### src/rtl/branch_cache_update_ctrl.sv
// rtl/branch_cache_update_ctrl.sv - branch target cache write sequencer
// Queues jump resolutions, retires them on idle search cycles, and walks invalidates on flush.
module branch_cache_update_ctrl #(
  parameter int QDEPTH       = 4,
  parameter int INDEX_W      = 3,
  parameter int STARVE_LIMIT = 8
) (
  input  logic               iCLOCK,
  input  logic               iRESET_SYNC,
  input  logic               iFLUSH,
  input  logic               iSEARCH_STB,
  input  logic               iJUMP_STB,
  input  logic               iJUMP_VALID,
  input  logic [31:0]        iJUMP_ADDR,
  input  logic [31:0]        iJUMP_INST_ADDR,
  output logic               oJUMP_FULL,
  output logic               oBC_WR_STB,
  output logic               oBC_WR_VALID,
  output logic [31:0]        oBC_WR_ADDR,
  output logic [31:0]        oBC_WR_INST_ADDR,
  output logic               oBC_INV_STB,
  output logic [INDEX_W-1:0] oBC_INV_INDEX,
  output logic               oSEARCH_HOLD,
  output logic               oFLUSH_BUSY,
  output logic [7:0]         oDROP_CNT
);

  localparam int AW = (QDEPTH > 1) ? $clog2(QDEPTH) : 1;
  localparam int CW = AW + 1;
  localparam logic [INDEX_W-1:0] LAST_IDX = {INDEX_W{1'b1}};

  typedef enum logic {RUN, WALK} state_t;

  state_t               r_state, w_state_nxt;
  logic [INDEX_W-1:0]   r_idx, w_idx_nxt;
  logic [64:0]          r_mem [QDEPTH];
  logic [AW-1:0]        r_wr_ptr, r_rd_ptr;
  logic [CW-1:0]        r_count, w_count_nxt;
  logic [7:0]           r_starve, w_starve_nxt;
  logic [7:0]           r_drop_cnt;
  logic                 r_full, r_wr_stb, r_wr_valid, r_inv_stb, r_hold, r_busy;
  logic [31:0]          r_wr_addr, r_wr_inst;
  logic [INDEX_W-1:0]   r_inv_index;
  logic                 w_full, w_run, w_push, w_pop, w_drop;
  logic [64:0]          w_head;

  assign w_full = (r_count == CW'(QDEPTH));
  assign w_run  = (r_state == RUN) && !iFLUSH;
  assign w_push = w_run && iJUMP_STB && !w_full;
  assign w_drop = w_run && iJUMP_STB && w_full;
  // A forced issue ignores the search; that search must be replayed by fetch.
  assign w_pop  = w_run && (r_count != '0) &&
                  (!iSEARCH_STB || (r_starve == 8'(STARVE_LIMIT)));
  assign w_head = r_mem[r_rd_ptr];

  always_ff @(posedge iCLOCK) begin
    if (iRESET_SYNC) begin
      r_state <= RUN;
      r_idx   <= '0;
    end else begin
      r_state <= w_state_nxt;
      r_idx   <= w_idx_nxt;
    end
  end

  always_comb begin
    w_state_nxt = r_state;
    w_idx_nxt   = r_idx;
    if (iFLUSH) begin
      w_state_nxt = WALK;
      w_idx_nxt   = '0;
    end else if (r_state == WALK) begin
      if (r_idx == LAST_IDX) begin
        w_state_nxt = RUN;
        w_idx_nxt   = '0;
      end else begin
        w_idx_nxt = r_idx + 1'b1;
      end
    end
  end

  always_comb begin
    w_count_nxt = r_count;
    if (iFLUSH) begin
      w_count_nxt = '0;
    end else begin
      case ({w_push, w_pop})
        2'b10:   w_count_nxt = r_count + CW'(1);
        2'b01:   w_count_nxt = r_count - CW'(1);
        default: w_count_nxt = r_count;
      endcase
    end
  end

  always_comb begin
    w_starve_nxt = r_starve;
    if (iFLUSH || w_pop || (r_count == '0)) begin
      w_starve_nxt = '0;
    end else if ((r_state == RUN) && iSEARCH_STB && (r_starve != 8'hFF)) begin
      w_starve_nxt = r_starve + 8'd1;
    end
  end

  always_ff @(posedge iCLOCK) begin
    if (w_push) r_mem[r_wr_ptr] <= {iJUMP_VALID, iJUMP_ADDR, iJUMP_INST_ADDR};
  end

  always_ff @(posedge iCLOCK) begin
    if (iRESET_SYNC) begin
      r_wr_ptr    <= '0;
      r_rd_ptr    <= '0;
      r_count     <= '0;
      r_starve    <= '0;
      r_drop_cnt  <= '0;
      r_full      <= 1'b0;
      r_wr_stb    <= 1'b0;
      r_wr_valid  <= 1'b0;
      r_wr_addr   <= '0;
      r_wr_inst   <= '0;
      r_inv_stb   <= 1'b0;
      r_inv_index <= '0;
      r_hold      <= 1'b0;
      r_busy      <= 1'b0;
    end else begin
      if (iFLUSH) begin
        r_wr_ptr <= '0;
        r_rd_ptr <= '0;
      end else begin
        if (w_push) r_wr_ptr <= r_wr_ptr + 1'b1;
        if (w_pop)  r_rd_ptr <= r_rd_ptr + 1'b1;
      end
      r_count  <= w_count_nxt;
      r_starve <= w_starve_nxt;
      if (w_drop && (r_drop_cnt != 8'hFF)) r_drop_cnt <= r_drop_cnt + 8'd1;
      r_wr_stb <= w_pop;
      r_hold   <= w_pop && iSEARCH_STB;
      if (w_pop) begin
        r_wr_valid <= w_head[64];
        r_wr_addr  <= w_head[63:32];
        r_wr_inst  <= w_head[31:0];
      end
      r_inv_stb   <= (w_state_nxt == WALK);
      r_busy      <= (w_state_nxt == WALK);
      r_inv_index <= (w_state_nxt == WALK) ? w_idx_nxt : '0;
      r_full      <= (w_count_nxt == CW'(QDEPTH)) || (w_state_nxt == WALK);
    end
  end

  assign oJUMP_FULL       = r_full;
  assign oBC_WR_STB       = r_wr_stb;
  assign oBC_WR_VALID     = r_wr_valid;
  assign oBC_WR_ADDR      = r_wr_addr;
  assign oBC_WR_INST_ADDR = r_wr_inst;
  assign oBC_INV_STB      = r_inv_stb;
  assign oBC_INV_INDEX    = r_inv_index;
  assign oSEARCH_HOLD     = r_hold;
  assign oFLUSH_BUSY      = r_busy;
  assign oDROP_CNT        = r_drop_cnt;

endmodule

### config.mk
export PLATFORM = sky130hd
export DESIGN_NAME = branch_cache_update_ctrl
export DESIGN_NICKNAME = d
export VERILOG_FILES = /design/src/rtl/branch_cache_update_ctrl.sv
export SDC_FILE = /design/constraint.sdc
export NUM_CORES = 1
export LEC_CHECK = 0
export ABC_AREA = 0
export CAP_MARGIN = 15
export CORE_MARGIN = 2
export CORE_UTILIZATION = 34
export DETAILED_ROUTE_END_ITERATION = 12
export GPL_TIMING_DRIVEN = 0
export SETUP_SLACK_MARGIN = 0.4
export SLEW_MARGIN = 10
export SYNTH_ARGS = -nofsm -noshare
export SYNTH_HDL_FRONTEND = slang
export SYNTH_SLANG_ARGS = --single-unit
### constraint.sdc
create_clock -name iCLOCK -period 2.8 [get_ports iCLOCK]
set_clock_uncertainty 0.15 [all_clocks]
set_input_delay 0.28 -clock iCLOCK [delete_from_list [all_inputs] [get_ports iCLOCK]]
set_output_delay 0.28 -clock iCLOCK [all_outputs]
set_load 0.01 [all_outputs]
==> run metrics <==
CP required 3.11 ns; failing checks setup timing; vias in the first global route 8340; Die ar. between 0.04 and 0.05 mm^2; Sw Share 20.6%; Synth cell types 42; Vias/cell 5.06; flops & latches, synth 358; period utilisation layout 102%; Peak VDD IR 0.000518 V; crit path max-delay cell type or4b_4; Final Max Tran Viols 0; layout cells sized above 1 roughly 28%; CTS Hold Bufs 0; most instantiated library cell after synthesis edfxtp_1; Final Non-Filler Cells 1599; final hold vios 0; sequential fraction of the synthesis area 72.9%; CP arrival between 3 and 4 ns; DRC Markers 0; Synth Instances a little over 800; largest net degree at the start of global routing 34; routed wire length per instance 21.4 um; top cells by count, synth edfxtp_1, dfxtp_1, a21oi_1; Post-synth ARST share 0%; internal power between 9 and 10 mW; io pins 151; Max Fclk approximately 350 MHz; Seq pwr share 50.0%; CTS Sinks 358; post-detail-place hpwl 19500 um; Clock Latency Late Sink between 0.5 and 0.6 ns; clock network power share between 40% and 50%; Tmin final 2.85 ns; Num CTS Buffers 39; first-pass GRT wire length roughly 51000 um; Post-DRT Antenna Nets 0; Leakage Power 5.60 nW; CP Cell Sequence inv_2, ha_4, or4b_4, o41ai_4, nand2_2, buf_4, buf_6, buf_4, buf_4, buf_4, buf_4, buf_6, buf_6, buf_6, nor3b_2; GRT overflow 0; Yosys top cell area share 58.2%; core region area 0.0388 mm^2; GPL Wtd Cong ~0.77; initial antenna violation count 3; Initial Util around 35%; gr usage total roughly 17%; Die Y-Extent roughly 200 um; port bufs 148; drt pass-1 iters 6; WS Path Type flop to flop; Worst slew margin a little over two fifths; Clock Tree Buf Depth 3; Crit path largest cell delay between 0.4 and 0.5 ns; Slew @ Worst Pin 0.852 ns; Iteration-0 DRC Markers 466; Yosys warnings 0; via count 8096; critical path startpoint category flop; CTS tree built; total power 11.5 mW; Avg Cell Area, Syn roughly 16 um^2; Synth area leaders edfxtp_1, dfxtp_1, mux4_2; Syn Nets 903; Comb pwr share 4.2%; Worst setup EP type flop; top_reg_cell synth edfxtp_1; clk root buf clkbuf_16; status finished with violations; Pwr Density between 600 and 700 mW/mm^2; mapped cell area between 0.01 and 0.015 mm^2; Site Rows 72; Post-synth EDFFs 260; fin nets between 1000 and 1500; Horiz. Die Dim between 200 and 250 um; CP most frequent cell buf_4; switching power between 2 and 2.5 mW; peak fanout along the critical path 2; Fill cells 3403; Final setup viols 2; max-cap violations 0; Area growth syn-to-layout 33.6%; Reg clk slew, reported paths ~0.060 ns; RSZ-0062 raised after global routing true; setup ws final -0.0466 ns; leading area contributor after synthesis edfxtp_1; Post-Route WL around 34000 um; H-Tree Depth 2; final core area utilization 46.1%; Cells after DPL around 1500; type of the worst min-delay path input port to flop
## power by group through the flow
stage                     Sequential (mW)  Combinational [mW]  Clock, mW
after floorplan                      5.87               0.156          0
after global placement               5.87               0.384          0
after detailed placement             5.87               0.390          0
after CTS                            5.76               0.470       5.42
after global routing                 5.76               0.516       5.62
final                                5.76               0.480       5.29
## per-layer routing
layer  GRT usage, %  up-vias  share of wire [%]
met5              0        -              0.079
met4           4.90        4                1.9
met3           3.96       45                6.4
met2           27.7      230                 49
met1           21.5     4112                 42
li1               -     3705                  -
## metrics by stage
| stage | worst slack [ns] | hold WS (ns) | instance area [um^2] | setup TNS, ns |
|---|---|---|---|---|
| finish | -0.0466 | 0.205 | 17900 | -0.0697 |
| global route | -0.150 | 0.201 | 17900 | -0.382 |
| CTS | -0.0869 | 0.172 | 17700 | -0.0869 |
| detailed placement | -0.346 | 0.318 | 15600 | -69.98 |
| global placement | -0.355 | 0.310 | 15600 | -62.95 |
| floorplan | 0.0855 | 0.229 | 13400 | 0 |
## critical path, delay by kind of cell (launching register included)
| kind | cells | cell delay (ns) |
|---|---|---|
| buffers and inverters | 10 | 1.12 |
| AND/OR/NAND/NOR | 3 | 0.74 |
| flip-flops | 1 | 0.33 |
| AO/OA/AOI/OAI | 1 | 0.31 |
| adder cells (fa/ha/maj) | 1 | 0.11 |
## path summary, 6_finish.rpt
check	start	end	slack, ns	depth (start not counted)
min	iJUMP_ADDR[12]	r_mem[2][44]	0.20	1
max	r_starve[1]	oSEARCH_HOLD	-0.05	15
min reg2reg	oBC_WR_INST_ADDR[12]	oBC_WR_INST_ADDR[12]	0.31	2
max reg2reg	r_starve[1]	oSEARCH_HOLD	-0.05	15
## what timing repair did
item,CTS,global route
buffers inserted,20,6
endpoints found under the hold margin,0,0
endpoints found under the setup margin,334,346
pin swaps,32,24
resized for setup,185,41
cloned,10,2
## cells in the final DEF (no fill, tap or decap), types with 8 or more instances in the layout
cell type	n
buf_6	12
dfxtp_1	96
clkinv_2	10
mux4_2	65
a21oi_1	66
edfxtp_1	260
o21ai_2	58
buf_4	19
or3_1	8
a21oi_2	11
clkbuf_1	32
nor2_1	25
clkbuf_16	49
ha_1	8
clkdlybuf4s50_1	148
nand3_1	72
clkbuf_2	10
and3_4	8
## kinds of logic after synthesis
group / share of synthesized area [%]
AOI/OAI and AO/OA: 6.51
DFF: 72.9
adders and majority gates: 1.08
buffers and inverters: 2.03
and+or+nand+nor: 5.68
muxes: 11.3
xor gates and xnor gates: 0.523
## cell type report
cell class | count | area (um^2) | share of cell area, %
flip-flops and latches | 358 | 9770 | 54.6
clock buffers | 51 | 1110 | 6.22
repair buffers | 181 | 1870 | 10.5
multi-input cells | 402 | 3810 | 21.3
diodes | 1 | 2.50 | 0.0140
well taps | 518 | 648 | 3.62
inverters | 9 | 33.8 | 0.189
clock inverters | 21 | 225 | 1.26
plain buffers | 58 | 432 | 2.41
## sequential cells by signal, summed over array words and instances, names as in the netlist
signal,cells
r_count,3
r_mem,260
r_rd_ptr,2
oFLUSH_BUSY,1
oSEARCH_HOLD,1
r_idx,3
oJUMP_FULL,1
oBC_WR_VALID,1
oBC_WR_INST_ADDR,32
oDROP_CNT,8
oBC_INV_INDEX,3
r_starve,8
oBC_WR_STB,1
oBC_WR_ADDR,32
r_wr_ptr,2
(Power assumes the default switching activity.)
